$ cat src/rtl/melody_sequencer.sv
// Melody sequencer: walks a 32-entry song RAM and drives the speaker clock
// divider's half-period count (maxcount) for the note being played.
//
// Ports:
//   clk, rst_n     clock and asynchronous active-low reset
//   start, stop    single-cycle playback requests (stop has priority)
//   loop_en        restart at address 0 at end of song instead of stopping
//   wr_en/addr/data  song RAM write port, honoured only while idle
//                  entry format: [7:4] note code, [3:0] beats (0 = 16)
//   maxcount       half-period count to the divider, 0 = silence
//   playing        high while loading or playing an entry
//   note_idx       address of the entry currently loaded or sounding
//   done           one-cycle pulse when a non-looping song ends
module melody_sequencer #(
    parameter int unsigned TICKS_PER_BEAT = 12500000,
    parameter int unsigned GAP_TICKS      = 500000
) (
    input  logic        clk,
    input  logic        rst_n,
    input  logic        start,
    input  logic        stop,
    input  logic        loop_en,
    input  logic        wr_en,
    input  logic [4:0]  wr_addr,
    input  logic [7:0]  wr_data,
    output logic [15:0] maxcount,
    output logic        playing,
    output logic [4:0]  note_idx,
    output logic        done
);

    localparam logic [23:0] LastTick  = 24'(TICKS_PER_BEAT - 1);
    localparam logic [23:0] GapStart  = 24'(TICKS_PER_BEAT - GAP_TICKS);
    localparam logic [3:0]  CodeEnd   = 4'hF;

    typedef enum logic [1:0] {StIdle, StLoad, StPlay} state_e;

    state_e      state_q, state_d;
    logic [4:0]  note_idx_q, note_idx_d;
    logic [23:0] tick_q, tick_d;
    logic [4:0]  beat_q, beat_d;
    logic [15:0] maxcount_q, maxcount_d;
    logic        done_q, done_d;

    logic [7:0]  mem [32];
    logic [7:0]  rd_data_q;

    function automatic logic [15:0] note_period(input logic [3:0] code);
        case (code)
            4'd1:    note_period = 16'd47778;
            4'd2:    note_period = 16'd45097;
            4'd3:    note_period = 16'd42566;
            4'd4:    note_period = 16'd40177;
            4'd5:    note_period = 16'd37921;
            4'd6:    note_period = 16'd35793;
            4'd7:    note_period = 16'd33784;
            4'd8:    note_period = 16'd31888;
            4'd9:    note_period = 16'd30098;
            4'd10:   note_period = 16'd28409;
            4'd11:   note_period = 16'd26815;
            4'd12:   note_period = 16'd25310;
            4'd13:   note_period = 16'd23889;
            default: note_period = 16'd0;  // rests and end marker
        endcase
    endfunction

    // Song RAM. The read address is the next note index, so the entry for
    // note_idx is already in rd_data_q during LOAD and stays there through
    // PLAY (the RAM cannot change outside IDLE).
    always_ff @(posedge clk) begin
        if (wr_en && (state_q == StIdle)) begin
            mem[wr_addr] <= wr_data;
        end
        rd_data_q <= mem[note_idx_d];
    end

    logic [3:0] code;
    logic [4:0] dur;
    logic       last_tick, last_beat, note_end, in_gap, is_end;

    assign code      = rd_data_q[7:4];
    assign dur       = (rd_data_q[3:0] == 4'd0) ? 5'd16 : {1'b0, rd_data_q[3:0]};
    assign last_tick = (tick_q == LastTick);
    assign last_beat = (beat_q == dur - 5'd1);
    assign note_end  = last_tick && last_beat;
    assign in_gap    = last_beat && (tick_q >= GapStart);
    assign is_end    = (code == CodeEnd);

    // State register
    always_ff @(posedge clk or negedge rst_n) begin
        if (!rst_n) begin
            state_q    <= StIdle;
            note_idx_q <= 5'd0;
            tick_q     <= 24'd0;
            beat_q     <= 5'd0;
            maxcount_q <= 16'd0;
            done_q     <= 1'b0;
        end else begin
            state_q    <= state_d;
            note_idx_q <= note_idx_d;
            tick_q     <= tick_d;
            beat_q     <= beat_d;
            maxcount_q <= maxcount_d;
            done_q     <= done_d;
        end
    end

    // Next-state logic
    always_comb begin
        logic song_over;
        state_d    = state_q;
        note_idx_d = note_idx_q;
        tick_d     = tick_q;
        beat_d     = beat_q;
        done_d     = 1'b0;
        song_over  = 1'b0;

        if (stop) begin
            state_d = StIdle;
        end else begin
            case (state_q)
                StIdle: begin
                    if (start) begin
                        note_idx_d = 5'd0;
                        state_d    = StLoad;
                    end
                end
                StLoad: begin
                    state_d = StPlay;
                    tick_d  = 24'd0;
                    beat_d  = 5'd0;
                end
                StPlay: begin
                    if (is_end) begin
                        song_over = 1'b1;
                    end else if (note_end) begin
                        if (note_idx_q == 5'd31) begin
                            song_over = 1'b1;
                        end else begin
                            note_idx_d = note_idx_q + 5'd1;
                            state_d    = StLoad;
                        end
                    end else if (last_tick) begin
                        tick_d = 24'd0;
                        beat_d = beat_q + 5'd1;
                    end else begin
                        tick_d = tick_q + 24'd1;
                    end
                end
                default: state_d = StIdle;
            endcase

            if (song_over) begin
                if (loop_en) begin
                    note_idx_d = 5'd0;
                    state_d    = StLoad;
                end else begin
                    state_d = StIdle;
                    done_d  = 1'b1;
                end
            end
        end
    end

    // Output logic: maxcount is registered, so the tone for a PLAY cycle
    // reaches the divider one cycle later (first tone two edges after start).
    always_comb begin
        maxcount_d = 16'd0;
        if (!stop && (state_q == StPlay) && !is_end && !in_gap) begin
            maxcount_d = note_period(code);
        end
    end

    assign maxcount = maxcount_q;
    assign playing  = (state_q != StIdle);
    assign note_idx = note_idx_q;
    assign done     = done_q;

endmodule

$ cat config.mk
export PLATFORM = sky130hd
export DESIGN_NAME = melody_sequencer
export DESIGN_NICKNAME = d
export VERILOG_FILES = /design/src/rtl/melody_sequencer.sv
export SDC_FILE = /design/constraint.sdc
export NUM_CORES = 1
export LEC_CHECK = 0
export CORE_MARGIN = 2
export CORE_UTILIZATION = 65
export CTS_CLUSTER_SIZE = 12
export DETAILED_ROUTE_END_ITERATION = 10
export DONT_BUFFER_PORTS = 1
export PLACE_DENSITY = 0.78
export RECOVER_POWER = 100
export SETUP_SLACK_MARGIN = 0.1
export SYNTH_ARGS = -nofsm -noshare
export SYNTH_HDL_FRONTEND = slang
export SYNTH_SLANG_ARGS = --single-unit
$ cat constraint.sdc
create_clock -name clk -period 8.51 [get_ports clk]
set_clock_uncertainty 0.2 [all_clocks]
set_input_delay 0.851 -clock clk [delete_from_list [all_inputs] [get_ports clk]]
set_output_delay 0.851 -clock clk [all_outputs]
set_load 0.01 [all_outputs]
==> results.py <==
metrics = {
    "outcome": {
        "status": "complete, but fails checks",
        "violations": "capacitance limit, slew limit",
    },
    "clocking": {
        "clk_path_buf_depth": 3,
        "cts.reportedPaths.clkPinSlew_ns": 0.06,
        "cts_resized": 0,
        "clock-sinks": 317,
        "clock_latency_ns": 0.52,
        "cts_made_buffers": 34,
        "postCtsSetupBuffers": 0,
        "cts_tree": "done",
        "clock-root-buffer": "clkbuf_16",
        "h-tree-depth": 2,
    },
    "sta": {
        "rsz0062_at_grt": "false",
        "fmax_ghz": 0.154,
        "finalCriticalPeriod_ns": 6.51,
        "finalHoldViolCount": 0,
        "worstMarginPinSlew_ns": 3.84,
        "fin_tns_setup_ns": 0,
        "slew_violations": 121,
        "relSlewSlack_pct": -156,
        "final.period_utilization_pct": 76.5,
        "setup_viol": 0,
    },
    "placement": {
        "hpwl_mm": 21.0,
        "portBuffers": 0,
        "gp_congestion": 0.898,
    },
    "synthesis": {
        "synth_ff_type": "edfxtp_1",
        "synth_compound_area_share_pct": 10.7,
        "synth_cell_types": 86,
        "synthSimpleGateAreaFrac_pct": 12.6,
        "synth-seq-cells": 317,
        "synth_mux_area_share_pct": 8.57,
        "synthAdderAreaFrac_pct": 1.43,
        "yosysWarningCount": 0,
        "synth.avg_cell_area_sq_um": 12.5,
        "synth_edf_count": 256,
        "synth.yosys.seq_area_share_pct": 61.9,
        "synthXorXnorAreaFrac_pct": 1.99,
        "synthCells": 1190,
        "synth_top_family_by_area": "simple AND/OR/NAND/NOR gates",
        "synth-async-reset-ratio_pct": 16.7,
        "syn-num-nets": 1226,
        "syn_area_sq_um": 14800,
    },
    "worst_hold_path": {
        "worst_hold_path_type": "input pin to flip-flop",
    },
    "setup_path": {
        "cp.required_ns": 8.67,
        "cp_max_fo": 67,
        "arrival_ns": 6.68,
        "cpPeakStageDelay_ns": 2.68,
        "crit_chain": "clkbuf_1, or2_2, o22a_1, o21a_1, inv_1, nand2_1, a21oi_1, a221oi_1, a31oi_1",
        "cpMaxStageDelayCell": "clkbuf_1",
        "critPathKind": "flip-flop to flip-flop",
        "critPathLaunchType": "flip-flop",
        "critical_path.endpoint_type": "flip-flop",
    },
    "finish": {
        "final_cell_mix": "edfxtp_1, nand2_1, nor2_1",
        "nFillCells": 1531,
        "antenna_cells": 0,
        "nets": 1204,
        "drive_above_1_share_pct": 9.15,
        "final_util_pct": 71.3,
        "layout_commonest_cell": "edfxtp_1",
        "area_delta_synth_final_pct": 8.27,
    },
    "routing": {
        "drc": 0,
        "ant_nets": 0,
        "drtPass1Iterations": 6,
        "avgViaCountPerCell": 6.70,
        "post_drt_wl_per_cell_microns": 23.4,
        "drt_iter0_drc": 951,
        "vias": 9892,
        "finalWirelength_mm": 34.5,
    },
    "grt": {
        "overflow": 0,
        "antenna_found_initial": 0,
        "first_global_vias": 9644,
        "grt_pass1_wl_mm": 53.2,
        "track_usage_pct": 28.8,
        "grt_max_degree": 80,
    },
    "floorplanning": {
        "ios": 42,
        "start_util_pct": 65.9,
        "dieWidth_microns": 155,
        "die_h_microns": 155,
        "dieArea_sq_um": 24000,
        "num_rows": 55,
        "floorplan.core_area_sq_um": 22500,
    },
    "job": {
        "cap_violations": 2,
    },
    "pwr": {
        "ir_drop_mv": 0.190,
        "p_per_area_nw_per_um2": 257,
        "p_leak_uw": 0.00551,
    },
}
-- where the power goes --
part	switching (uW)	total [uW]	leakage (uW)	internal (uW)
clock	578	1450	0.000527	872
combinational	536	876	0.00188	340
sequential	66.5	1800	0.00310	1730
-- layout make-up --
cell class,instances,area [sq um],area share (%)
clock buffers,51,957,5.96
clock inverters,8,136,0.850
inverters,21,86.3,0.538
multi-input cells,783,5270,32.8
flip-flops and latches,317,9180,57.2
well taps,285,357,2.22
repair buffers,11,73.8,0.460
-- kinds of logic after synthesis --
family / after synthesis
and+or+nand+nor: 383
DFF: 317
AOI/OAI and AO/OA: 228
muxes: 123
buffers and inverters: 90
xor gates and xnor gates: 32
adders and majority gates: 17
-- synth_stat cells, drive strengths merged, types with 22 or more instances --
| cell type | number | area [sq um] |
|---|---|---|
| a211oi | 22 | 170 |
| a21oi | 57 | 293 |
| a221oi | 28 | 245 |
| buf | 34 | 201 |
| clkbuf | 35 | 131 |
| dfrtp | 53 | 1330 |
| edfxtp | 256 | 7690 |
| mux2 | 32 | 360 |
| mux2i | 91 | 911 |
| nand2 | 123 | 469 |
| nand3 | 42 | 210 |
| nor2 | 100 | 385 |
| o21ai | 22 | 110 |
-- what timing repair did --
item,CTS,global route
endpoints found under the setup margin,0,0
endpoints found under the hold margin,53,0
hold buffers,2,0
-- through the flow --
stage                     instances  hold WS [ns]  setup WS [ns]  total power [uW]  area, sq um
after global routing           1476         0.202           1.58              4280        16100
final                          1476         0.217           2.00              4120        16100
after CTS                      1476         0.203           3.24              4110        16100
after detailed placement       1415         0.333           3.26              2660        15000
after global placement         1415         0.314           3.28              2640        15000
after floorplan                1190         0.297           4.88              2480        14800
-- flip-flops by register name, summed over array words and instances, names as in the netlist --
name,count
beat_q,5
done,1
maxcount,16
mem,256
note_idx,5
rd_data_q,8
state_q,2
tick_q,24
-- path summary, 6_finish.rpt --
check | slack [ns] | start | cells past startpoint | end
worst min register to register | 0.35 | tick_q[18]$_DFFE_PN0P_ | 2 | tick_q[18]$_DFFE_PN0P_
min in group asynchronous | 1.57 | rst_n | 2 | maxcount[14]$_DFF_PN0_
worst max register to register | 2.00 | note_idx[0]$_DFF_PN0_ | 9 | rd_data_q[2]$_DFF_P_
worst max-delay path | 2.00 | note_idx[0]$_DFF_PN0_ | 9 | rd_data_q[2]$_DFF_P_
max in group asynchronous | 4.77 | rst_n | 2 | note_idx[0]$_DFF_PN0_
worst min-delay path | 0.22 | loop_en | 1 | done$_DFF_PN0_
-- layer usage --
metal	GRT usage [%]	up-vias	share of wire, %
li1	-	4487	-
met2	46.9	527	48
met4	10.8	0	3.5
met1	38.9	4777	40
met3	5.82	101	8.5
met5	0	-	0
-- critical path, delay by kind of cell, from the launching register on --
| kind | cells | cell delay, ns |
|---|---|---|
| simple gates | 2 | 0.66 |
| compound gates | 5 | 1.71 |
| buf+inv | 2 | 3.41 |
| flops | 1 | 0.35 |
Power figures use the tool's default switching activity.
